**config.mk**
```make
export PLATFORM = sky130hd
export DESIGN_NAME = jb_dbgmux_capture_ctrl_flat
export DESIGN_NICKNAME = d
export VERILOG_FILES = /design/src/rtl/jb_dbgmux_capture_ctrl_if.sv /design/src/rtl/jb_dbgmux_capture_ctrl.sv /design/src/flat_wrapper.sv
export SDC_FILE = /design/constraint.sdc
export NUM_CORES = 1
export LEC_CHECK = 0
export ABC_AREA = 1
export BUFFER_PORTS_ARGS = -buffer_cell sky130_fd_sc_hd__buf_4
export CORE_ASPECT_RATIO = 0.6
export CORE_UTILIZATION = 55
export CTS_BUF_LIST = sky130_fd_sc_hd__clkbuf_4
export CTS_CLUSTER_DIAMETER = 50
export DETAILED_ROUTE_END_ITERATION = 8
export GPL_TIMING_DRIVEN = 0
export PLACE_DENSITY = 0.87
export SKIP_LAST_GASP = 1
export SYNTH_ARGS = -nofsm -noshare
export SYNTH_HDL_FRONTEND = slang
export SYNTH_SLANG_ARGS = --single-unit
```
**constraint.sdc**
```tcl
create_clock -name clk -period 3 [get_ports clk]
set_input_delay 0.3 -clock clk [delete_from_list [all_inputs] [get_ports clk]]
set_output_delay 0.3 -clock clk [all_outputs]
set_load 0.005 [all_outputs]
```
**src/rtl/jb_dbgmux_capture_ctrl_if.sv**
```systemverilog
// rtl/jb_dbgmux_capture_ctrl_if.sv - control, sample-stream and buffer port A signals of the capture controller
interface jb_dbgmux_capture_ctrl_if #(
  parameter int AW      = 18,
  parameter int DW      = 64,
  parameter int NUM_COL = 8
);
  logic               arm;
  logic               abort;
  logic [AW-1:0]      cfg_depth;
  logic [AW-1:0]      cfg_pre;
  logic [AW-1:0]      cfg_post;
  logic               smp_vld;
  logic [DW-1:0]      smp_data;
  logic               trig;
  logic               ena;
  logic [NUM_COL-1:0] wea;
  logic [19:0]        addra;
  logic [DW-1:0]      dina;
  logic               busy;
  logic               done;
  logic               wrapped;
  logic [AW-1:0]      trig_addr;
  logic [AW-1:0]      wr_ptr;

  modport master (
    output arm, abort, cfg_depth, cfg_pre, cfg_post, smp_vld, smp_data, trig,
    input  ena, wea, addra, dina, busy, done, wrapped, trig_addr, wr_ptr
  );

  modport slave (
    input  arm, abort, cfg_depth, cfg_pre, cfg_post, smp_vld, smp_data, trig,
    output ena, wea, addra, dina, busy, done, wrapped, trig_addr, wr_ptr
  );
endinterface

```
**src/rtl/jb_dbgmux_capture_ctrl.sv**
```systemverilog
// rtl/jb_dbgmux_capture_ctrl.sv - pre/post-trigger capture controller writing a circular window into the debug buffer
module jb_dbgmux_capture_ctrl #(
  parameter int AW      = 18,
  parameter int DW      = 64,
  parameter int NUM_COL = 8
) (
  input logic                     clk,
  input logic                     rst,
  jb_dbgmux_capture_ctrl_if.slave bus
);
  typedef enum logic [2:0] {S_IDLE, S_PRE, S_ARMED, S_POST, S_DONE} state_e;

  state_e        state_q, state_d;
  logic [AW-1:0] depth_q, depth_d, pre_q, pre_d, post_q, post_d;
  logic [AW-1:0] pre_cnt_q, pre_cnt_d, post_cnt_q, post_cnt_d;
  logic [AW-1:0] wr_ptr_q, wr_ptr_d, trig_addr_q, trig_addr_d;
  logic          wrapped_q, wrapped_d;
  logic          ena_q;
  logic [AW-1:0] addr_q;
  logic [DW-1:0] dina_q;
  logic          accept;
  logic [AW-1:0] pre_eff;
  logic [AW-1:0] last_addr;

  // depth_q==0 encodes 2**AW, so depth_q-1 wraps naturally to the top address
  assign last_addr = depth_q - AW'(1);

  always_comb begin
    pre_eff = bus.cfg_pre;
    if (bus.cfg_depth != '0 && bus.cfg_pre >= bus.cfg_depth) pre_eff = bus.cfg_depth - AW'(1);
  end

  always_comb begin
    state_d     = state_q;
    depth_d     = depth_q;
    pre_d       = pre_q;
    post_d      = post_q;
    pre_cnt_d   = pre_cnt_q;
    post_cnt_d  = post_cnt_q;
    wr_ptr_d    = wr_ptr_q;
    trig_addr_d = trig_addr_q;
    wrapped_d   = wrapped_q;
    accept      = 1'b0;
    if (bus.abort) begin
      state_d = S_IDLE;
    end else begin
      case (state_q)
        S_IDLE, S_DONE: begin
          if (bus.arm) begin
            depth_d     = bus.cfg_depth;
            pre_d       = pre_eff;
            post_d      = bus.cfg_post;
            wr_ptr_d    = '0;
            wrapped_d   = 1'b0;
            pre_cnt_d   = '0;
            trig_addr_d = '0;
            state_d     = (pre_eff == '0) ? S_ARMED : S_PRE;
          end
        end
        S_PRE: begin
          if (bus.smp_vld) begin
            accept    = 1'b1;
            pre_cnt_d = pre_cnt_q + AW'(1);
            if (pre_cnt_d == pre_q) state_d = S_ARMED;
          end
        end
        S_ARMED: begin
          if (bus.smp_vld) begin
            accept = 1'b1;
            if (bus.trig) begin
              trig_addr_d = wr_ptr_q;
              post_cnt_d  = '0;
              state_d     = (post_q == '0) ? S_DONE : S_POST;
            end
          end
        end
        S_POST: begin
          if (bus.smp_vld) begin
            accept     = 1'b1;
            post_cnt_d = post_cnt_q + AW'(1);
            if (post_cnt_d == post_q) state_d = S_DONE;
          end
        end
        default: state_d = S_IDLE;
      endcase
    end
    if (accept) begin
      if (wr_ptr_q == last_addr) begin
        wr_ptr_d  = '0;
        wrapped_d = 1'b1;
      end else begin
        wr_ptr_d = wr_ptr_q + AW'(1);
      end
    end
  end

  always_ff @(posedge clk or negedge rst) begin
    if (!rst) begin
      state_q     <= S_IDLE;
      depth_q     <= '0;
      pre_q       <= '0;
      post_q      <= '0;
      pre_cnt_q   <= '0;
      post_cnt_q  <= '0;
      wr_ptr_q    <= '0;
      trig_addr_q <= '0;
      wrapped_q   <= 1'b0;
      ena_q       <= 1'b0;
      addr_q      <= '0;
      dina_q      <= '0;
    end else begin
      state_q     <= state_d;
      depth_q     <= depth_d;
      pre_q       <= pre_d;
      post_q      <= post_d;
      pre_cnt_q   <= pre_cnt_d;
      post_cnt_q  <= post_cnt_d;
      wr_ptr_q    <= wr_ptr_d;
      trig_addr_q <= trig_addr_d;
      wrapped_q   <= wrapped_d;
      ena_q       <= accept;
      if (accept) begin
        addr_q <= wr_ptr_q;
        dina_q <= bus.smp_data;
      end
    end
  end

  assign bus.ena       = ena_q;
  assign bus.wea       = {NUM_COL{ena_q}};
  assign bus.addra     = 20'(addr_q);
  assign bus.dina      = dina_q;
  assign bus.busy      = (state_q == S_PRE) || (state_q == S_ARMED) || (state_q == S_POST);
  assign bus.done      = (state_q == S_DONE);
  assign bus.wrapped   = wrapped_q;
  assign bus.trig_addr = trig_addr_q;
  assign bus.wr_ptr    = wr_ptr_q;
endmodule
```
**src/flat_wrapper.sv**
```systemverilog
// flat-port wrapper written by rule: the top's interface ports become plain ports
module jb_dbgmux_capture_ctrl_flat 
#(
  parameter int AW      = 18,
  parameter int DW      = 64,
  parameter int NUM_COL = 8
)
  (clk, rst, bus_arm, bus_abort, bus_cfg_depth, bus_cfg_pre, bus_cfg_post, bus_smp_vld, bus_smp_data, bus_trig, bus_ena, bus_wea, bus_addra, bus_dina, bus_busy, bus_done, bus_wrapped, bus_trig_addr, bus_wr_ptr);
  jb_dbgmux_capture_ctrl_if #(.AW(AW), .DW(DW), .NUM_COL(NUM_COL)) bus_i ();
  input logic clk;
  input logic rst;
  input wire logic [$bits(bus_i.arm)-1:0] bus_arm;
  input wire logic [$bits(bus_i.abort)-1:0] bus_abort;
  input wire logic [$bits(bus_i.cfg_depth)-1:0] bus_cfg_depth;
  input wire logic [$bits(bus_i.cfg_pre)-1:0] bus_cfg_pre;
  input wire logic [$bits(bus_i.cfg_post)-1:0] bus_cfg_post;
  input wire logic [$bits(bus_i.smp_vld)-1:0] bus_smp_vld;
  input wire logic [$bits(bus_i.smp_data)-1:0] bus_smp_data;
  input wire logic [$bits(bus_i.trig)-1:0] bus_trig;
  output wire logic [$bits(bus_i.ena)-1:0] bus_ena;
  output wire logic [$bits(bus_i.wea)-1:0] bus_wea;
  output wire logic [$bits(bus_i.addra)-1:0] bus_addra;
  output wire logic [$bits(bus_i.dina)-1:0] bus_dina;
  output wire logic [$bits(bus_i.busy)-1:0] bus_busy;
  output wire logic [$bits(bus_i.done)-1:0] bus_done;
  output wire logic [$bits(bus_i.wrapped)-1:0] bus_wrapped;
  output wire logic [$bits(bus_i.trig_addr)-1:0] bus_trig_addr;
  output wire logic [$bits(bus_i.wr_ptr)-1:0] bus_wr_ptr;
  assign bus_i.arm = bus_arm;
  assign bus_i.abort = bus_abort;
  assign bus_i.cfg_depth = bus_cfg_depth;
  assign bus_i.cfg_pre = bus_cfg_pre;
  assign bus_i.cfg_post = bus_cfg_post;
  assign bus_i.smp_vld = bus_smp_vld;
  assign bus_i.smp_data = bus_smp_data;
  assign bus_i.trig = bus_trig;
  assign bus_ena = bus_i.ena;
  assign bus_wea = bus_i.wea;
  assign bus_addra = bus_i.addra;
  assign bus_dina = bus_i.dina;
  assign bus_busy = bus_i.busy;
  assign bus_done = bus_i.done;
  assign bus_wrapped = bus_i.wrapped;
  assign bus_trig_addr = bus_i.trig_addr;
  assign bus_wr_ptr = bus_i.wr_ptr;
  jb_dbgmux_capture_ctrl #(.AW(AW), .DW(DW), .NUM_COL(NUM_COL)) u_core (.clk(clk), .rst(rst), .bus(bus_i));
endmodule
```
Word-level counts from Yosys, hierarchy flattened

Index checks and enable logic that the tools add are counted.

Add/subtract/negate cells: 5
$lt $le $gt $ge: 1
Reduce and logical (&&, ||, !) cells: 20
Bitwise gates (word level): 1
Equality and inequality tests: 20
Multiplexer cells: 34

Operators with widths:

| cell                                                                  | count |
|---|---|
| 18-bit two-way mux                                                    | 12 |
| 18-bit case mux with 2 select lines                                   | 3 |
| 18-bit by 1-bit adder with 18-bit output, second input constant       | 3 |
| 18-bit equality test                                                  | 3 |
| 18-bit logical NOT                                                    | 2 |
| 18-bit by 1-bit subtractor with 18-bit output, second input constant  | 2 |
| 3-bit two-way mux                                                     | 9 |
| 18-bit >= comparator                                                  | 1 |
| 18-bit nonzero test                                                   | 1 |
| 3-bit != test, second input constant                                  | 5 |
| 3-bit case mux with 4 select lines                                    | 1 |
| 2-bit != test, second input constant                                  | 5 |
| 5-bit AND reduction                                                   | 2 |
| 2-bit nonzero test                                                    | 5 |
| 1-bit two-way mux                                                     | 8 |
| 7-bit AND reduction                                                   | 1 |
| 3-bit by 2-bit equality test with 1-bit output, second input constant | 2 |
| 3-bit by 2-bit != test with 1-bit output, second input constant       | 2 |
| 3-bit AND reduction                                                   | 2 |
| 4-bit AND reduction                                                   | 1 |
| 3-bit by 1-bit equality test with 1-bit output, second input constant | 1 |
| 3-bit equality test, second input constant                            | 1 |
| 3-bit logical NOT                                                     | 1 |
| 3-bit OR reduction                                                    | 1 |
| 6 further kinds                                                       | 7 |

Input bits: 124
Logic and storage cells: 93
Flip-flop bits (word level): 213
Output and inout bits: 132

Depth between registers and ports, before layout

Word-level depth: 8
Depth in mapped cells: 22
Gate-level depth less buffers: 21

Least setup slack after synthesis

No wires, ideal clock.

Path type: input-to-reg
From: input bus_cfg_depth[17]
To: register u_core.state_q[0]
Arrival time: 2.019 ns
Data required time: 2.884 ns
Library setup time: 0.116 ns
Path buffers: 1
Stages on the path: 18
Slack: 0.865 ns
Cells stage by stage: inv_1 -> ha_1 -> nand2_1 -> nor2_1 -> nand2_1 -> nor2_1 -> nand2_1 -> nand3_2 -> nand2_4 -> buf_6 -> o21ai_0 -> nand2_1 -> nor2_1 -> nand3_1 -> nand2_1 -> nand2_1 -> nand2_1 -> nand2_1

Cells in the longest elaborated chain, start to end: 8
Elaborated cells between the ends (all ways): 10
Classes of those cells: add/sub (1); order compare (1); mux (5); reduce/logical (3)

RTL lines:

| what                                                               | RTL line                      | source |
|---|---|---|
| from (decl)                                                        | flat_wrapper.sv:14            | `input wire logic [$bits(bus_i.cfg_depth)-1:0] bus_cfg_depth;` |
| 18-bit >= comparator / 18-bit nonzero test (equally long branches) | jb_dbgmux_capture_ctrl.sv:30  | `if (bus.cfg_depth != '0 && bus.cfg_pre >= bus.cfg_depth) pre_eff = bus.cfg_depth - AW'(1);` |
| 1-bit logical AND                                                  | jb_dbgmux_capture_ctrl.sv:30  |  |
| 18-bit two-way mux (*)                                             | jb_dbgmux_capture_ctrl.sv:30  |  |
| 18-bit logical NOT (*)                                             | jb_dbgmux_capture_ctrl.sv:57  | `state_d = (pre_eff == '0) ? S_ARMED : S_PRE;` |
| 2-bit two-way mux (*)                                              | jb_dbgmux_capture_ctrl.sv:57  |  |
| 3-bit two-way mux (*)                                              | jb_dbgmux_capture_ctrl.sv:49  | `if (bus.arm) begin` |
| 3-bit case mux with 4 select lines (*)                             | jb_dbgmux_capture_ctrl.sv:47  | `case (state_q)` |
| 3-bit two-way mux (*)                                              | jb_dbgmux_capture_ctrl.sv:44  | `if (bus.abort) begin` |
| to (signal assigned)                                               | jb_dbgmux_capture_ctrl.sv:112 | `state_q <= state_d;` |
| to (decl)                                                          | jb_dbgmux_capture_ctrl.sv:13  | `state_e state_q, state_d;` |

Every way passes the cells marked *; elsewhere a longest branch is shown, timed or not. The select of a mux whose other input is x is not followed.
A chain may end at the register's enable or synchronous reset.

Worst setup path in the final report

From: input bus_cfg_depth[9]
To: register u_core.state_q[0]

The elaborated chain is that of the path after synthesis.

==> Flow_metrics.wiki <==
{| class="wikitable"
! Metric !! Value
|-
| Required time of the worst setup path || 3600 ps
|-
| Largest voltage drop on the vdd net || 0.426 mV
|-
| Synth Flop Type || dfrtp_1
|-
| Critical path buffers and inverters || 4
|-
| Worst min-delay path category || input pin to flip-flop
|-
| Global-route wire length before repair || 63.9 mm
|-
| Unrepaired setup endpoints after global routing || no
|-
| Post-synthesis instance area || 0.0118 mm^2
|-
| Layout cells sized above 1 || 20.5%
|-
| Critical path startpoint category || input pin
|-
| Routability congestion estimate from global placement || 0.951
|-
| Post-synthesis average cell area || 7.59 um^2
|-
| Post-layout nets || 2117
|-
| Via density per instance || 5.51
|-
| Final total negative setup slack || 0 ps
|-
| Area overhead of the layout relative to synthesis || 34.9%
|-
| Master cell of the clock root buffer || clkbuf_4
|-
| Filler cell count || 1417
|-
| Number of maximum-capacitance constraint violations || 0
|-
| Worst-Margin Slew || 1020 ps
|-
| Number of placed I/O pins || 256
|-
| Clock tree from TritonCTS || built
|-
| Worst r2r path cells || 9
|-
| Setup clock skew after layout || 34.5 ps
|-
| Endpoint kind of the worst setup timing path || flip-flop
|-
| Clock slew at the register clock pins of the worst setup and hold paths || 70 ps
|-
| Latest clock arrival within the worst-skew pair || 710 ps
|-
| Crit path max fanout || 10
|-
| Initial antenna violation count || 0
|-
| Die width || 191 um
|-
| Biggest area consumer among synthesized cells || dfrtp_1
|-
| Pins Over Slew Limit || 0
|-
| Setup Crit Path Kind || input pin to flip-flop
|-
| Count of final hold-check violations || 0
|-
| Worst path most repeated cell || nand2_1
|-
| Length of routed met2 wiring || 18.1 mm
|-
| Period utilization || 97.0%
|-
| Count of TritonRoute iterations in the first routing pass || 6
|-
| Total inserted antenna cells || 0
|-
| Number of distinct standard cells referenced by the synthesized netlist || 46
|-
| CP max-delay cell || dlygate4sd3_1
|-
| Total of endpoints with negative setup slack in the final report || 0
|-
| HPWL after detailed placement || 27.4 mm
|-
| Routed via count || 12600
|-
| Clock Tree Buf Depth || 3
|-
| Final min period || 2910 ps
|-
| Buffers added on ports || 253
|-
| Most area-consuming cells after synthesis || dfrtp_1 45%, nand2_1 18%, inv_1 4.7%, nor2_1 4.3%, o21ai_0 4.1%
|-
| Number of violations reported at the end of detailed-routing iteration 0 || 1624
|-
| Share of the synthesized area in the top cell type || 45.3%
|-
| Outcome || finished clean
|-
| Path length in cells of the critical path || 20
|-
| Inst Count DP || 2085
|-
| Gate family responsible for the most delay along the worst path || simple AND/OR/NAND/NOR gates
|-
| Critical Path AT || 3500 ps
|-
| Top sig layer || met4
|-
| Number of setup buffers added after CTS || 0
|-
| Total number of clock tree sinks || 213
|-
| Worst Hold Depth || 3
|-
| CTS Buf Count || 51
|-
| Number of synthesized flops with an enable pin || 0
|-
| Height of the die || 115 um
|-
| Total power density per cell area || 741 mW/mm^2
|-
| Static leakage power || 8.05 nW
|-
| Maximum number of pins on one net before global-route repair || 113
|-
| Gate count after technology mapping || 1551
|-
| Per-cell routed wire length || 18.0 um
|-
| Grt ovf || 0
|-
| Total number of yosys warnings || 0
|-
| Share of the core filled with cells || 75.7%
|-
| Maximum clock rate || 0.344 GHz
|-
| Gr usage total || 37.7%
|-
| Dominant cell by count in the synthesized netlist || nand2_1
|-
| Delay contributed by the slowest stage of the critical path || 550 ps
|-
| Die area || 0.0220 mm^2
|-
| Fin cells || 2290
|-
| Remaining max-slew budget at the tightest pin || 31.2%
|-
| Number of global-route vias before repair || 12100
|-
| Effective utilization at floorplan || 56.1%
|-
| Most frequent cells after synthesis || 575 x nand2_1, 213 x dfrtp_1, 148 x inv_1
|-
| Seq/Total Area, Yosys || 45.3%
|-
| Final antenna-violating net count || 0
|-
| Number of placement rows || 41
|-
| CP Cell Sequence || dlygate4sd3_1 -> buf_4 -> inv_1 -> ha_1 -> nand2_1 -> nor2_1 -> nand2_1 -> a21oi_1 -> nand2_1 -> nand3_2 -> nand2_4 -> buf_6 -> o21ai_0 -> nand2_1 -> nor2_1 -> nand3_1 -> nand2_1 -> nand2_1 -> nand2_1 -> nand2_1
|-
| Sum of routed wire segments on met1 || 16.9 mm
|-
| Asr flop ratio synth || 100%
|-
| Core Box Area || 0.0210 mm^2
|-
| Met3 wire length || 5.00 mm
|-
| Count of state elements after synthesis || 213
|-
| Post-Route WL || 41.3 mm
|-
| Count of H-tree levels built during CTS || 2
|-
| DRC violation count after routing || 0
|}
-- kinds of logic after synthesis --
| kind of cell | after synthesis | synth area share, % |
|---|---|---|
| simple gates | 874 | 32.0 |
| fa+ha+maj | 23 | 2.45 |
| buf+inv | 213 | 7.46 |
| flops | 213 | 45.3 |
| compound gates | 159 | 7.38 |
| other cells | 1 | 0.0319 |
| xor+xnor | 68 | 5.41 |
-- layout by cell type, fill, tap and decap left out, types with 2 or more instances in the layout --
| cell type | netlist | final |
|---|---|---|
| dlygate4sd3_1 | 0 | 111 |
| clkinv_1 | 1 | 11 |
| o21ai_0 | 96 | 96 |
| xnor3_1 | 3 | 3 |
| conb_1 | 1 | 2 |
| buf_6 | 4 | 4 |
| bufinv_16 | 0 | 2 |
| o21ai_1 | 3 | 3 |
| nand3_2 | 17 | 17 |
| a21oi_1 | 12 | 12 |
| nor2_4 | 5 | 5 |
| nor3_1 | 16 | 15 |
| or2_2 | 2 | 2 |
| buf_2 | 9 | 9 |
| o22ai_1 | 28 | 28 |
| clkbuf_4 | 0 | 75 |
| ha_1 | 23 | 23 |
| nand2_2 | 4 | 4 |
| a31oi_1 | 11 | 11 |
| inv_1 | 148 | 148 |
| nand3b_1 | 17 | 17 |
| xor2_1 | 52 | 52 |
| buf_4 | 10 | 262 |
| nor3_2 | 3 | 4 |
| buf_1 | 8 | 8 |
| clkinv_2 | 0 | 5 |
| nor2_2 | 9 | 11 |
| dfrtp_1 | 213 | 213 |
| nor2_1 | 134 | 132 |
| nand3_1 | 62 | 62 |
| nand4_1 | 16 | 16 |
| nand2_1 | 575 | 575 |
| inv_2 | 3 | 4 |
| clkbuf_1 | 30 | 30 |
| nor4_1 | 7 | 7 |
| xnor2_1 | 13 | 13 |
| o21a_1 | 3 | 3 |
-- worst register-to-register path, delay by kind of cell, from the launching register on --
kind	cells	cell delay, ps
flip-flops	1	400
AND/OR/NAND/NOR	5	790
buffers and inverters	4	1510
-- final cells by class --
cell class | instances | area, um^2 | area share (%)
clock inverters | 19 | 135 | 0.851
flip-flops and latches | 213 | 5330 | 33.6
clock buffers | 75 | 563 | 3.55
multi-input cells | 1126 | 5580 | 35.1
repair buffers | 365 | 3050 | 19.2
inverters | 152 | 571 | 3.59
well taps | 279 | 349 | 2.20
plain buffers | 61 | 308 | 1.94
-- repair_timing --
| item | 4_1_cts | 5_1_grt |
|---|---|---|
| endpoints found under the setup margin | 0 | 9 |
| resized for setup | 0 | 3 |
| hold buffers | 111 | 0 |
| hold endpoints to repair | 221 | 0 |
-- routing by layer --
layer | vias to the layer above | global-route usage (%)
met1 | 5933 | 52.2
li1 | 5772 | -
met3 | 124 | 11.5
met5 | - | 0
met2 | 800 | 55.7
met4 | 0 | 14.6
-- where the power goes --
| group | internal [W] | leakage (nW) | switching, W |
|---|---|---|---|
| logic | 0.00193 | 4.88 | 0.00246 |
| clock network | 0.00133 | 0.417 | 0.00131 |
| registers | 0.00380 | 2.75 | 0.000933 |
-- stage by stage --
step / hold slack (ps) / total power [W] / cell area, um^2 / worst slack (ps)
after global routing: 24.4 / 0.0125 / 15900 / 5.04
after global placement: 464 / 0.00854 / 14000 / 34.1
after floorplan: 4.41 / 0.00688 / 11800 / 865
after detailed placement: 427 / 0.00874 / 14100 / 49.0
after CTS: 15.2 / 0.0115 / 15900 / 164
final: 43.9 / 0.0118 / 15900 / 91.1
-- final timing paths --
kind,from,to,slack (ps)
worst max-delay path,bus_cfg_depth[9],u_core.state_q[0]$_DFFE_PN0P_,90
worst min-delay path,bus_cfg_depth[16],u_core.depth_q[16]$_DFFE_PN0P_,40
worst max register to register,u_core.state_q[1]$_DFFE_PN0P_,u_core.bus.dina[26]$_DFFE_PN0P_,170
worst min register to register,u_core.addr_q[10]$_DFFE_PN0P_,u_core.addr_q[10]$_DFFE_PN0P_,490
max in group asynchronous,rst,u_core.addr_q[8]$_DFFE_PN0P_,1680
min in group asynchronous,rst,u_core.pre_q[15]$_DFFE_PN0P_,240
-- sequential cells by signal, summed over array words and instances (netlist names), 3 cells and up --
name,count
u_core.addr_q,18
u_core.post_cnt_q,18
u_core.depth_q,18
u_core.bus.trig_addr,18
u_core.state_q,3
u_core.bus.dina,64
u_core.pre_q,18
u_core.bus.wr_ptr,18
u_core.pre_cnt_q,18
u_core.post_q,18
No activity file was read; power rests on OpenSTA's default activity.
